### src/rtl/pipe_ctrl.sv
// pipe_ctrl: fetch PC, IF/ID register, forwarding scoreboard and load-use interlock.
// Ports:
//   clk, rst (async active-low)
//   imem_instruction in -> imem_address out (PC), id_instruction/id_valid out (IF/ID)
//   dec_* in: ID-stage sources, destination and load flag
//   br_taken/br_target in: ID-stage branch redirect
//   ext_busy in: freezes the whole pipeline
//   fwd_sel_a/b out: 0 = register file, k = stage k result; stall out; stage_valid out
module pipe_ctrl #(
    parameter int INSTRUCTION_WIDTH   = 32,
    parameter int REG_ADDRESS_LENGTH  = 5,
    parameter int PC_WIDTH            = 32,
    parameter int BRANCH_TARGET_WIDTH = 16,
    parameter int PC_STEP             = 4,
    parameter int NUM_FWD_STAGES      = 2,
    parameter int LOAD_USE_STALL      = 1
) (
    input  logic                           clk,
    input  logic                           rst,
    input  logic [INSTRUCTION_WIDTH-1:0]   imem_instruction,
    input  logic [REG_ADDRESS_LENGTH-1:0]  dec_rs_a,
    input  logic [REG_ADDRESS_LENGTH-1:0]  dec_rs_b,
    input  logic                           dec_use_a,
    input  logic                           dec_use_b,
    input  logic [REG_ADDRESS_LENGTH-1:0]  dec_rd,
    input  logic                           dec_wr_en,
    input  logic                           dec_is_load,
    input  logic                           br_taken,
    input  logic [BRANCH_TARGET_WIDTH-1:0] br_target,
    input  logic                           ext_busy,
    output logic [PC_WIDTH-1:0]            imem_address,
    output logic [INSTRUCTION_WIDTH-1:0]   id_instruction,
    output logic                           id_valid,
    output logic [2:0]                     fwd_sel_a,
    output logic [2:0]                     fwd_sel_b,
    output logic                           stall,
    output logic [NUM_FWD_STAGES-1:0]      stage_valid
);
    localparam int N = NUM_FWD_STAGES;

    logic [PC_WIDTH-1:0]                   pc_q, pc_d;
    logic [INSTRUCTION_WIDTH-1:0]          ir_q, ir_d;
    logic                                  idv_q, idv_d;
    logic [N-1:0]                          sb_v_q, sb_v_d, sb_w_q, sb_w_d, sb_ld_q, sb_ld_d;
    logic [N-1:0][REG_ADDRESS_LENGTH-1:0]  sb_rd_q, sb_rd_d;
    logic [N-1:0]                          hit_a, hit_b;
    logic [2:0]                            sel_a, sel_b;
    logic                                  stall_int;

    always_comb begin
        hit_a = '0;
        hit_b = '0;
        for (int k = 0; k < N; k++) begin
            hit_a[k] = sb_v_q[k] & sb_w_q[k] & (sb_rd_q[k] == dec_rs_a) & dec_use_a & idv_q;
            hit_b[k] = sb_v_q[k] & sb_w_q[k] & (sb_rd_q[k] == dec_rs_b) & dec_use_b & idv_q;
        end
        // scan oldest to youngest so the youngest hit is the one left standing
        sel_a = '0;
        sel_b = '0;
        for (int k = N - 1; k >= 0; k--) begin
            if (hit_a[k]) sel_a = 3'(k + 1);
            if (hit_b[k]) sel_b = 3'(k + 1);
        end
        stall_int = (LOAD_USE_STALL != 0) && !ext_busy && sb_ld_q[0] && (hit_a[0] || hit_b[0]);
    end

    always_comb begin
        pc_d    = pc_q;
        ir_d    = ir_q;
        idv_d   = idv_q;
        sb_v_d  = sb_v_q;
        sb_w_d  = sb_w_q;
        sb_ld_d = sb_ld_q;
        sb_rd_d = sb_rd_q;
        if (!ext_busy) begin
            for (int k = 1; k < N; k++) begin
                sb_v_d[k]  = sb_v_q[k-1];
                sb_w_d[k]  = sb_w_q[k-1];
                sb_ld_d[k] = sb_ld_q[k-1];
                sb_rd_d[k] = sb_rd_q[k-1];
            end
            if (stall_int) begin
                // fetch side holds; a bubble goes down the pipe behind the load
                sb_v_d[0]  = 1'b0;
                sb_w_d[0]  = 1'b0;
                sb_ld_d[0] = 1'b0;
                sb_rd_d[0] = '0;
            end else begin
                sb_v_d[0]  = idv_q;
                sb_w_d[0]  = dec_wr_en;
                sb_ld_d[0] = dec_is_load;
                sb_rd_d[0] = dec_rd;
                pc_d       = br_taken ? PC_WIDTH'(br_target) : pc_q + PC_WIDTH'(PC_STEP);
                ir_d       = br_taken ? '0 : imem_instruction;
                idv_d      = !br_taken;
            end
        end
    end

    always_ff @(posedge clk or negedge rst) begin
        if (!rst) begin
            pc_q    <= '0;
            ir_q    <= '0;
            idv_q   <= 1'b0;
            sb_v_q  <= '0;
            sb_w_q  <= '0;
            sb_ld_q <= '0;
            sb_rd_q <= '0;
        end else begin
            pc_q    <= pc_d;
            ir_q    <= ir_d;
            idv_q   <= idv_d;
            sb_v_q  <= sb_v_d;
            sb_w_q  <= sb_w_d;
            sb_ld_q <= sb_ld_d;
            sb_rd_q <= sb_rd_d;
        end
    end

    // stall and forwarding selects are forced quiet while reset is held
    assign imem_address   = pc_q;
    assign id_instruction = ir_q;
    assign id_valid       = idv_q;
    assign stage_valid    = sb_v_q;
    assign fwd_sel_a      = rst ? sel_a : 3'd0;
    assign fwd_sel_b      = rst ? sel_b : 3'd0;
    assign stall          = rst & stall_int;
endmodule

### config.mk
export PLATFORM = sky130hd
export DESIGN_NAME = pipe_ctrl
export DESIGN_NICKNAME = d
export VERILOG_FILES = /design/src/rtl/pipe_ctrl.sv
export SDC_FILE = /design/constraint.sdc
export NUM_CORES = 1
export LEC_CHECK = 0
export ABC_AREA = 1
export ABC_CLOCK_PERIOD_IN_PS = 2400
export BUFFER_PORTS_ARGS = -buffer_cell sky130_fd_sc_hd__clkbuf_2
export CAP_MARGIN = 20
export CORE_ASPECT_RATIO = 1.1
export CORE_MARGIN = 1
export CORE_UTILIZATION = 30
export DETAILED_ROUTE_END_ITERATION = 16
export HOLD_SLACK_MARGIN = 0.06
export MAX_ROUTING_LAYER = met4
export PLACE_DENSITY = 0.59
export SLEW_MARGIN = 30
export SYNTH_ARGS = -nofsm -noshare
export SYNTH_HDL_FRONTEND = slang
export SYNTH_SLANG_ARGS = --single-unit
### constraint.sdc
create_clock -name clk -period 2.4 [get_ports clk]
set_input_delay 0.24 -clock clk [delete_from_list [all_inputs] [get_ports clk]]
set_output_delay 0.24 -clock clk [all_outputs]
set_load 0.005 [all_outputs]
==> impl_metrics.sql, run 1 <==
INSERT INTO impl_metrics (metric_group, metric, value, unit) VALUES
('synth', 'synthTopCellsByArea', 'sky130_fd_sc_hd__dfrtp_1, sky130_fd_sc_hd__nand2_1, sky130_fd_sc_hd__o21ai_0, sky130_fd_sc_hd__nor2_1, sky130_fd_sc_hd__nand3_1', ''),
('place', 'io_buffer_count', '142', ''),
('clocking', 'cts.clk_slew.worst_paths', '70', 'ps'),
('place', 'gp_routability_congestion', '0.926', ''),
('place', 'placement.setup.worst_slack', '567', 'ps'),
('floorplanning', 'core_region_area', '0.0146', 'mm²'),
('sta', 'number_of_hold_violations_in_the_final_report', '0', ''),
('power_and_ir_drop', 'pwr-share-clk', '0.423', ''),
('layout', 'final_area', '0.00575', 'mm²'),
('synth', 'synth_largest_type_area_fraction', '0.441', ''),
('synth', 'ff_latch_count_synth', '80', ''),
('sta', 'rsz_0062_raised_after_global_routing', 'no', ''),
('detailed_routing', 'routed_wl', '12700', 'µm'),
('floorplanning', 'die-width', '119', 'µm'),
('layout', 'multiInputGateArea', '0.00222', 'mm²'),
('clocking', 'clk_path_buf_depth', '2', ''),
('clocking', 'number_of_buffers_inserted_during_clock_tree_synthesis', '9', ''),
('clocking', 'insertion_delay', '350', 'ps'),
('place', 'dp_hpwl', '9360', 'µm'),
('setup_path', 'setup.worst_path.class', 'input pin to output port', ''),
('flow_run', 'drv.max_cap_violation_count', '0', ''),
('setup_path', 'worstSetupStartpointType', 'input pin', ''),
('global_routing', 'grt_max_degree', '109', ''),
('layout', 'final_util', '0.393', ''),
('power_and_ir_drop', 'switching_share', '0.276', ''),
('power_and_ir_drop', 'cellInternalPower', '2.58', 'mW'),
('global_routing', 'grt_pass1_vias', '4123', ''),
('layout', 'insertedDiodeCount', '0', ''),
('synth', 'synth_top_area_cell', 'sky130_fd_sc_hd__dfrtp_1', ''),
('global_routing', 'first_pass_grt_wire_length', '20900', 'µm'),
('detailed_routing', 'final_antenna_net_count', '0', ''),
('detailed_routing', 'drcViolationCount', '0', ''),
('global_routing', 'track_usage', '0.177', ''),
('place', 'post_dp_cell_area', '0.00542', 'mm²'),
('power_and_ir_drop', 'sequentialPowerShare', '0.438', ''),
('detailed_routing', 'drtIter0Drc', '292', ''),
('floorplanning', 'initial_utilization', '0.311', ''),
('power_and_ir_drop', 'max_vdd_drop', '0.244', 'mV'),
('clocking', 'clock-root-buffer', 'sky130_fd_sc_hd__clkbuf_16', ''),
('synth', 'synth_sequential_area_ratio', '0.441', ''),
('place', 'numPlacedInstances', '984', ''),
('sta', 'slew_violations', '0', ''),
('sta', 'fin_hold_ws', '89.5', 'ps'),
('power_and_ir_drop', 'power.total', '3.56', 'mW'),
('synth', 'synth.avg_cell_area', '6.80', 'µm²'),
('power_and_ir_drop', 'power.static_leakage', '2.99', 'nW'),
('floorplanning', 'fp.dieArea', '0.0156', 'mm²'),
('setup_path', 'timing.critical_path.to_type', 'output port', ''),
('synth', 'ys_types', '31', ''),
('clocking', 'cts_tree', 'done', ''),
('floorplanning', 'io_pins', '145', ''),
('clocking', 'htree_num_levels', '3', ''),
('status', 'status', 'completed', ''),
('synth', 'yosysWarnings', '0', ''),
('setup_path', 'required', '2160', 'ps'),
('layout', 'instances_no_fill', '1001', ''),
('sta', 'worst-slew-pin-transition', '735', 'ps'),
('detailed_routing', 'drt_first_pass_iters', '5', ''),
('floorplanning', 'die_h', '131', 'µm'),
('detailed_routing', 'detail_route.vias_per_cell', '4.45', ''),
('clocking', 'cts_resized', '0', ''),
('synth', 'synthCells', '668', ''),
('sta', 'timing.final.crit_share', '0.822', ''),
('sta', 'achievable-frequency', '507', 'MHz'),
('setup_path', 'timing.critical_path.arrival', '1730', 'ps'),
('detailed_routing', 'wl_per_cell', '12.7', 'µm'),
('floorplanning', 'row_count', '46', ''),
('sta', 'timing.final.setup_violations', '0', ''),
('layout', 'fillerInstances', '1623', ''),
('layout', 'drive_above_1_share', '0.221', ''),
('detailed_routing', 'detailroute.via_count', '4459', '');
==> layer usage <==
layer  GRT usage  wire [µm]  up-vias
li1            -          -     2342
met5           -          0        -
met3      0.0321        644       20
met4      0.0868        312        0
met1       0.231       6080     1973
met2       0.265       5670      124
==> kinds of logic after synthesis <==
group                    after synthesis  share of synthesized area
XOR/XNOR                              15                     0.0289
adder cells (fa/ha/maj)                1                    0.00276
other                                  1                   0.000826
AO/OA/AOI/OAI                         63                     0.0719
AND/OR/NAND/NOR                      436                      0.383
buffers and inverters                 72                     0.0714
flip-flops                            80                      0.441
==> state kept, by name, indices dropped and copies added, names as in the netlist <==
name            flops
id_instruction     32
id_valid            1
imem_address       32
sb_ld_q             1
sb_rd_q            10
sb_w_q              2
stage_valid         2
==> area by class of cell <==
class	count	area share
clock buffers	10	0.0398
clock inverters	6	0.0157
inverters	47	0.0307
multi-input cells	517	0.386
flip-flops and latches	80	0.348
well taps	192	0.0418
repair buffers	149	0.138
==> synth_stat cells (all sizes together) <==
cell type / number
nand2: 320
dfrtp: 80
nor2: 63
o21ai: 57
inv: 46
nand3: 41
buf: 16
clkbuf: 9
xor2: 8
xnor2: 7
nand4: 4
or2: 4
a21oi: 3
nor3: 2
nor4: 2
clkinv: 1
conb: 1
ha: 1
o2111ai: 1
o21bai: 1
o22ai: 1
==> worst paths after layout <==
path | startpoint | end | slack (ps) | cells past startpoint
setup / recovery | rst | fwd_sel_a[1] | 430 | 9
hold / removal | dec_rd[4] | sb_rd_q[4] | 90 | 3
setup reg to reg | id_valid | id_instruction[17] | 590 | 10
hold reg to reg | imem_address[0] | imem_address[0] | 470 | 2
max in group asynchronous | rst | id_instruction[5] | 890 | 4
min in group asynchronous | rst | imem_address[4] | 540 | 3
==> what timing repair did <==
| action | in CTS | in global routing |
|---|---|---|
| hold endpoints to repair | 35 | 0 |
| setup buffers | 0 | 0 |
| hold buffers | 1 | 0 |
==> layout by cell type (no fill, tap or decap) <==
master	n
sky130_fd_sc_hd__nand2_1	317
sky130_fd_sc_hd__clkbuf_2	141
sky130_fd_sc_hd__dfrtp_1	80
sky130_fd_sc_hd__nor2_1	62
sky130_fd_sc_hd__o21ai_0	53
sky130_fd_sc_hd__inv_1	40
sky130_fd_sc_hd__nand3_1	40
sky130_fd_sc_hd__clkbuf_16	9
sky130_fd_sc_hd__xor2_1	8
sky130_fd_sc_hd__xnor2_1	7
sky130_fd_sc_hd__inv_2	6
sky130_fd_sc_hd__buf_4	5
sky130_fd_sc_hd__o21ai_1	4
sky130_fd_sc_hd__nand4_1	4
sky130_fd_sc_hd__or2_2	4
sky130_fd_sc_hd__a21oi_1	2
sky130_fd_sc_hd__nor3_1	2
sky130_fd_sc_hd__nor4_1	2
sky130_fd_sc_hd__nand2_4	2
sky130_fd_sc_hd__conb_1	2
sky130_fd_sc_hd__inv_6	2
sky130_fd_sc_hd__bufinv_16	2
sky130_fd_sc_hd__buf_12	2
sky130_fd_sc_hd__nand3_2	1
sky130_fd_sc_hd__o22ai_1	1
sky130_fd_sc_hd__o2111ai_1	1
sky130_fd_sc_hd__nand2_2	1
sky130_fd_sc_hd__clkinv_1	1
sky130_fd_sc_hd__nor2_2	1
sky130_fd_sc_hd__o21bai_1	1
sky130_fd_sc_hd__a21oi_2	1
sky130_fd_sc_hd__ha_1	1
sky130_fd_sc_hd__clkinvlp_4	1
sky130_fd_sc_hd__clkbuf_1	1
sky130_fd_sc_hd__clkinv_2	1
sky130_fd_sc_hd__dlygate4sd3_1	1
==> power groups by stage <==
stage	sequential [mW]	clock [mW]	combinational, mW
floorplan	1.57	0	0.264
global placement	1.58	0	0.503
detailed placement	1.58	0	0.508
CTS	1.56	1.55	0.508
global route	1.58	1.60	0.575
finish	1.56	1.50	0.497
==> critical path, stage by stage <==
cell and delay [ps]:
sky130_fd_sc_hd__dlygate4sd3_1 520, sky130_fd_sc_hd__buf_4 140, sky130_fd_sc_hd__inv_1 110, sky130_fd_sc_hd__nor2_1 120, sky130_fd_sc_hd__nand3_1 80, sky130_fd_sc_hd__nor3_1 120
sky130_fd_sc_hd__nand2_1 80, sky130_fd_sc_hd__nor4_1 170, sky130_fd_sc_hd__clkbuf_2 160
(Power assumes the default switching activity.)
==> run 2: changes to the inputs <==
ABC_CLOCK_PERIOD_IN_PS = 1650   (was 2400)
PLACE_DENSITY = 0.61   (was 0.59)
clock period = 1.65 ns   (was 2.4 ns; I/O delays follow)
==> impl_metrics.sql, run 2 (synthesized netlist as in run 1, its figures left out) <==
INSERT INTO impl_metrics (metric_group, metric, value, unit) VALUES
('setup_path', 'r2r-start', 'sb_rd_q[4]', ''),
('power_and_ir_drop', 'power.total', '5.16', 'mW'),
('global_routing', 'grt_pass1_vias', '4348', ''),
('global_routing', 'antenna_violations_before_repair', '0', ''),
('setup_path', 'r2r_slack', '-100', 'ps'),
('detailed_routing', 'drt_first_pass_iters', '4', ''),
('setup_path', 'critPathMaxFanout', '4', ''),
('sta', 'worst_slack', '-128', 'ps'),
('sta', 'worst-slew-pin-transition', '800', 'ps'),
('place', 'io_buffer_count', '142', ''),
('floorplanning', 'die_h', '131', 'µm'),
('min_path', 'holdPathStages', '3', ''),
('clocking', 'clock-root-buffer', 'sky130_fd_sc_hd__clkbuf_16', ''),
('sta', 'achievable-frequency', '562', 'MHz'),
('global_routing', 'grt_max_degree', '81', ''),
('clocking', 'insertion_delay', '350', 'ps'),
('floorplanning', 'fp.dieArea', '0.0156', 'mm²'),
('power_and_ir_drop', 'power.density', '764', 'mW/mm²'),
('setup_path', 'worstSetupStartpointType', 'flop', ''),
('sta', 'timing.final.setup_violations', '46', ''),
('detailed_routing', 'final_antenna_net_count', '0', ''),
('floorplanning', 'core_region_area', '0.0146', 'mm²'),
('min_path', 'worst_hold_check_path_type', 'input pin to flop', ''),
('layout', 'area.growth.synth_to_final', '48.7', '%'),
('power_and_ir_drop', 'power.static_leakage', '3.41', 'nW'),
('global_routing', 'first_pass_grt_wire_length', '21500', 'µm'),
('floorplanning', 'die-width', '119', 'µm'),
('detailed_routing', 'detail_route.vias_per_cell', '4.57', ''),
('layout', 'most_common_cell_after_layout_fill_and_taps_aside', 'sky130_fd_sc_hd__nand2_1', ''),
('power_and_ir_drop', 'max_vdd_drop', '0.416', 'mV'),
('floorplanning', 'initial_utilization', '0.311', ''),
('sta', 'timing.final.crit_share', '1.08', ''),
('status', 'status', 'finished, violations left', ''),
('clocking', 'cts.clk_slew.worst_paths', '70', 'ps'),
('clocking', 'htree_num_levels', '3', ''),
('sta', 'timing.clock.skew', '7.84', 'ps'),
('layout', 'drive_above_1_share', '0.291', ''),
('setup_path', 'timing.critical_path.from', 'sb_rd_q[4]', ''),
('setup_path', 'timing.critical_path.arrival', '1610', 'ps'),
('sta', 'timing.final.crit_period', '1780', 'ps'),
('sta', 'number_of_hold_violations_in_the_final_report', '0', ''),
('setup_path', 'setup.worst_path.class', 'flop to output port', ''),
('setup_path', 'r2r.worst_path.cells', '13', ''),
('layout', 'commonest_cells_after_routing_fill_and_taps_aside', 'sky130_fd_sc_hd__nand2_1, sky130_fd_sc_hd__clkbuf_2, sky130_fd_sc_hd__dfrtp_1, sky130_fd_sc_hd__nor2_1, sky130_fd_sc_hd__o21ai_0', ''),
('sta', 'max_slew_margin', '0.466', ''),
('clocking', 'clk_path_buf_depth', '2', ''),
('detailed_routing', 'detailroute.via_count', '4912', ''),
('flow_run', 'drv.max_cap_violation_count', '0', ''),
('layout', 'final_util', '0.462', ''),
('status', 'violations', 'negative setup slack', ''),
('place', 'gp_routability_congestion', '0.938', ''),
('setup_path', 'endpoint_of_the_worst_register_to_register_path', 'imem_address[17]', ''),
('place', 'dp_hpwl', '9640', 'µm'),
('layout', 'final_nets', '950', ''),
('detailed_routing', 'routed_wl', '15000', 'µm'),
('detailed_routing', 'wl_per_cell', '13.9', 'µm'),
('floorplanning', 'io_pins', '145', ''),
('floorplanning', 'row_count', '46', ''),
('min_path', 'hold_end', 'id_instruction[17]', ''),
('clocking', 'cts_tree', 'done', ''),
('clocking', 'cts_num_sinks', '80', ''),
('global_routing', 'grt_overflow', '0', ''),
('detailed_routing', 'drtIter0Drc', '276', ''),
('sta', 'slew_violations', '0', ''),
('layout', 'insertedDiodeCount', '0', ''),
('sta', 'rsz_0062_raised_after_global_routing', 'yes', ''),
('setup_path', 'timing.critical_path.to_type', 'output port', ''),
('global_routing', 'track_usage', '0.184', ''),
('setup_path', 'required', '1480', 'ps'),
('layout', 'fillerInstances', '1494', ''),
('min_path', 'min_from', 'imem_instruction[17]', ''),
('clocking', 'number_of_buffers_inserted_during_clock_tree_synthesis', '9', ''),
('detailed_routing', 'drcViolationCount', '0', '');
==> run 2: timing repair <==
action                                 CTS  global route
setup buffers                            2             7
resized for setup                        5            44
cloned                                   0            18
hold buffers                            29             0
setup endpoints to repair                4            66
endpoints found under the hold margin  108             0
pin swaps                                4             5
==> run 2: how the worst max path moves through the flow <==
stage | end | slack [ps]
CTS | stall | -100
global placement | imem_address[10] | 80
detailed placement | imem_address[28] | 30
finish | stall | -130
floorplan | imem_address[10] | 20
global route | stall | -230
==> run 2: report_power, final <==
group | switching (mW) | internal (mW)
registers | 0.136 | 2.11
clock network | 0.867 | 1.02
logic | 0.534 | 0.488
==> run 2: per-stage QoR <==
step	TNS [ps]	area, µm²	hold slack, ps	worst slack (ps)	instances
finish	-3010	6750	64.4	-128	1075
global route	-10250	6750	74.1	-226	1075
CTS	-289	6210	60.7	-102	1050
detailed placement	0	5610	299	28.7	1003
global placement	0	5610	297	83.9	1003
floorplan	0	4540	-131	22.2	669
==> run 2: final cells by class <==
cell class | instances | area (µm²) | area share
multi-input combinational | 520 | 2390 | 0.354
inverter | 47 | 176 | 0.0261
clock inverter | 7 | 47.5 | 0.00704
sequential | 80 | 2010 | 0.298
timing repair buffer | 220 | 1660 | 0.246
clock buffer | 9 | 225 | 0.0334
tap | 192 | 240 | 0.0356
==> run 2: routing by layer <==
| metal | track usage | part of all wire | vias to the layer above |
|---|---|---|---|
| met3 | 0.0291 | 0.049 | 22 |
| met1 | 0.240 | 0.48 | 2231 |
| met4 | 0.0713 | 0.017 | 0 |
| met5 | - | 0 | - |
| met2 | 0.287 | 0.46 | 146 |
| li1 | - | - | 2513 |
==> run 2: critical path, cell delays in order, from the launching register on <==
cell and delay (ps):
sky130_fd_sc_hd__dfrtp_1 390, sky130_fd_sc_hd__inv_2 60, sky130_fd_sc_hd__nand2_1 90, sky130_fd_sc_hd__nand2_1 80, sky130_fd_sc_hd__nor2_2 130, sky130_fd_sc_hd__nand3_2 100, sky130_fd_sc_hd__nand2_2 120, sky130_fd_sc_hd__nand2_4 90
sky130_fd_sc_hd__nor2_4 100, sky130_fd_sc_hd__clkbuf_2 110
==> run 3: changes to the inputs <==
CORE_UTILIZATION = 40   (was 30)
PLACE_DENSITY = 0.75   (was 0.61)
==> impl_metrics.sql, run 3 (synthesized netlist as in run 1, its figures left out) <==
INSERT INTO impl_metrics (metric_group, metric, value, unit) VALUES
('global_routing', 'grt_max_degree', '81', ''),
('clocking', 'insertion_delay', '340', 'ps'),
('detailed_routing', 'drt_first_pass_iters', '5', ''),
('detailed_routing', 'wl_per_cell', '13.6', 'µm'),
('global_routing', 'grt_overflow', '0', ''),
('power_and_ir_drop', 'power.static_leakage', '3.35', 'nW'),
('floorplanning', 'core_region_area', '0.0110', 'mm²'),
('setup_path', 'timing.critical_path.slowest_cell_delay', '400', 'ps'),
('setup_path', 'critPathMaxFanout', '5', ''),
('setup_path', 'required', '1480', 'ps'),
('clocking', 'clk_path_buf_depth', '2', ''),
('layout', 'seqCellArea', '0.00200', 'mm²'),
('layout', 'commonest_cells_after_routing_fill_and_taps_aside', 'sky130_fd_sc_hd__nand2_1, sky130_fd_sc_hd__clkbuf_2, sky130_fd_sc_hd__dfrtp_1, sky130_fd_sc_hd__nor2_1, sky130_fd_sc_hd__o21ai_0', ''),
('sta', 'max_slew_margin', '0.620', ''),
('place', 'gp_routability_congestion', '0.916', ''),
('setup_path', 'r2r_slack', '-70', 'ps'),
('layout', 'fillerInstances', '1084', ''),
('detailed_routing', 'routed_wl', '13800', 'µm'),
('min_path', 'holdPathStages', '3', ''),
('layout', 'multiInputGateArea', '0.00234', 'mm²'),
('setup_path', 'worstSetupStartpointType', 'flop', ''),
('layout', 'drive_above_1_share', '0.287', ''),
('sta', 'worst_slack', '-129', 'ps'),
('setup_path', 'path_buf_inv', '2', ''),
('layout', 'area.growth.synth_to_final', '42.2', '%'),
('layout', 'final_nets', '936', ''),
('layout', 'insertedDiodeCount', '0', ''),
('clocking', 'clock-root-buffer', 'sky130_fd_sc_hd__clkbuf_16', ''),
('detailed_routing', 'detailroute.via_count', '4822', ''),
('floorplanning', 'io_pins', '145', ''),
('clocking', 'htree_num_levels', '3', ''),
('power_and_ir_drop', 'max_vdd_drop', '0.457', 'mV'),
('detailed_routing', 'drtIter0Drc', '345', ''),
('clocking', 'cts_num_sinks', '80', ''),
('sta', 'achievable-frequency', '562', 'MHz'),
('setup_path', 'timing.critical_path.to_type', 'output port', ''),
('setup_path', 'timing.critical_path.max_delay_family', 'simple AND/OR/NAND/NOR gates', ''),
('place', 'dp_hpwl', '9100', 'µm'),
('layout', 'most_common_cell_after_layout_fill_and_taps_aside', 'sky130_fd_sc_hd__nand2_1', ''),
('power_and_ir_drop', 'power.density', '793', 'mW/mm²'),
('global_routing', 'antenna_violations_before_repair', '0', ''),
('floorplanning', 'die_h', '114', 'µm'),
('setup_path', 'setup.worst_path.class', 'flop to output port', ''),
('place', 'placement.setup.worst_slack', '18.6', 'ps'),
('setup_path', 'critical_path.cell_chain', 'inv_2 > nand2_2 > nand2_1 > nor2_1 > nand3_1 > nand2_2 > nand2_4 > nor2_1 > buf_2', ''),
('clocking', 'cts_tree', 'done', ''),
('global_routing', 'grt_pass1_vias', '4334', ''),
('global_routing', 'track_usage', '0.226', ''),
('min_path', 'worst_hold_check_path_type', 'input pin to flop', ''),
('clocking', 'cts.clk_slew.worst_paths', '60', 'ps'),
('place', 'io_buffer_count', '142', ''),
('setup_path', 'r2r.worst_path.cells', '11', ''),
('status', 'violations', 'negative setup slack', ''),
('sta', 'timing.clock.skew', '5.88', 'ps'),
('floorplanning', 'initial_utilization', '0.412', ''),
('flow_run', 'drv.max_cap_violation_count', '0', ''),
('clocking', 'number_of_buffers_inserted_during_clock_tree_synthesis', '9', ''),
('sta', 'timing.final.crit_share', '1.08', ''),
('setup_path', 'timing.critical_path.depth', '9', ''),
('sta', 'timing.final.crit_period', '1780', 'ps'),
('detailed_routing', 'final_antenna_net_count', '0', ''),
('floorplanning', 'die-width', '104', 'µm'),
('sta', 'number_of_hold_violations_in_the_final_report', '0', ''),
('floorplanning', 'fp.dieArea', '0.0118', 'mm²'),
('detailed_routing', 'drcViolationCount', '0', ''),
('setup_path', 'timing.critical_path.arrival', '1610', 'ps'),
('setup_path', 'crit_slowest_cell', 'sky130_fd_sc_hd__dfrtp_1', ''),
('detailed_routing', 'detail_route.vias_per_cell', '4.75', ''),
('global_routing', 'first_pass_grt_wire_length', '20600', 'µm'),
('sta', 'slew_violations', '0', ''),
('floorplanning', 'row_count', '40', ''),
('sta', 'timing.final.setup_violations', '52', ''),
('status', 'status', 'finished, violations left', ''),
('sta', 'rsz_0062_raised_after_global_routing', 'yes', ''),
('sta', 'fin_hold_ws', '63.7', 'ps'),
('sta', 'worst-slew-pin-transition', '570', 'ps');
run 3: metal layers:
| metal | routed length, µm | GRT usage | vias to the layer above |
|---|---|---|---|
| met4 | 165 | 0.0773 | 0 |
| met2 | 6440 | 0.355 | 141 |
| met3 | 594 | 0.0360 | 15 |
| met1 | 6560 | 0.299 | 2193 |
| li1 | - | - | 2473 |
| met5 | 0 | - | - |
run 3: where the power goes:
part           total, mW  internal (mW)  switching, mW
combinational      0.968          0.463          0.505
sequential          2.25           2.11          0.141
clock               1.90           1.10          0.809
total               5.12           3.67           1.45
run 3: layout make-up:
| cell class | count | area share |
|---|---|---|
| clock inverters | 4 | 0.00446 |
| multi-input cells | 519 | 0.362 |
| flip-flops and latches | 80 | 0.310 |
| repair buffers | 207 | 0.228 |
| clock buffers | 11 | 0.0391 |
| well taps | 147 | 0.0285 |
| inverters | 47 | 0.0273 |
run 3: repair_timing:
action	in CTS	in global routing
resized for setup	5	28
buffers inserted	5	9
cloned	0	11
hold buffers	16	0
endpoints found under the hold margin	95	0
setup endpoints to repair	4	67
pin swaps	5	12
run 3: stage by stage:
step	instance area (µm²)	power, mW	std cells	setup TNS (ps)	util
2_1_floorplan	4540	2.66	669	0	-
3_3_place_gp	5590	3.08	961	0	0.508
3_5_place_dp	5590	3.10	961	0	0.508
4_1_cts	6080	5.06	996	-464	0.552
5_1_grt	6460	5.40	1015	-11010	0.587
6_report	6460	5.12	1015	-2240	0.587
run 3: worst min-delay path, cell delays in order:
cell	delay, ps
sky130_fd_sc_hd__clkbuf_2	80
sky130_fd_sc_hd__nand2_1	50
sky130_fd_sc_hd__o21ai_0	70
run 3: path summary, 6_finish.rpt:
path / from / to
max: sb_rd_q[4] / stall
min reg2reg: imem_address[1] / imem_address[1]
min: imem_instruction[17] / id_instruction[17]
max in group asynchronous: rst / id_valid
min in group asynchronous: rst / id_instruction[16]
max reg2reg: id_valid / id_instruction[30]
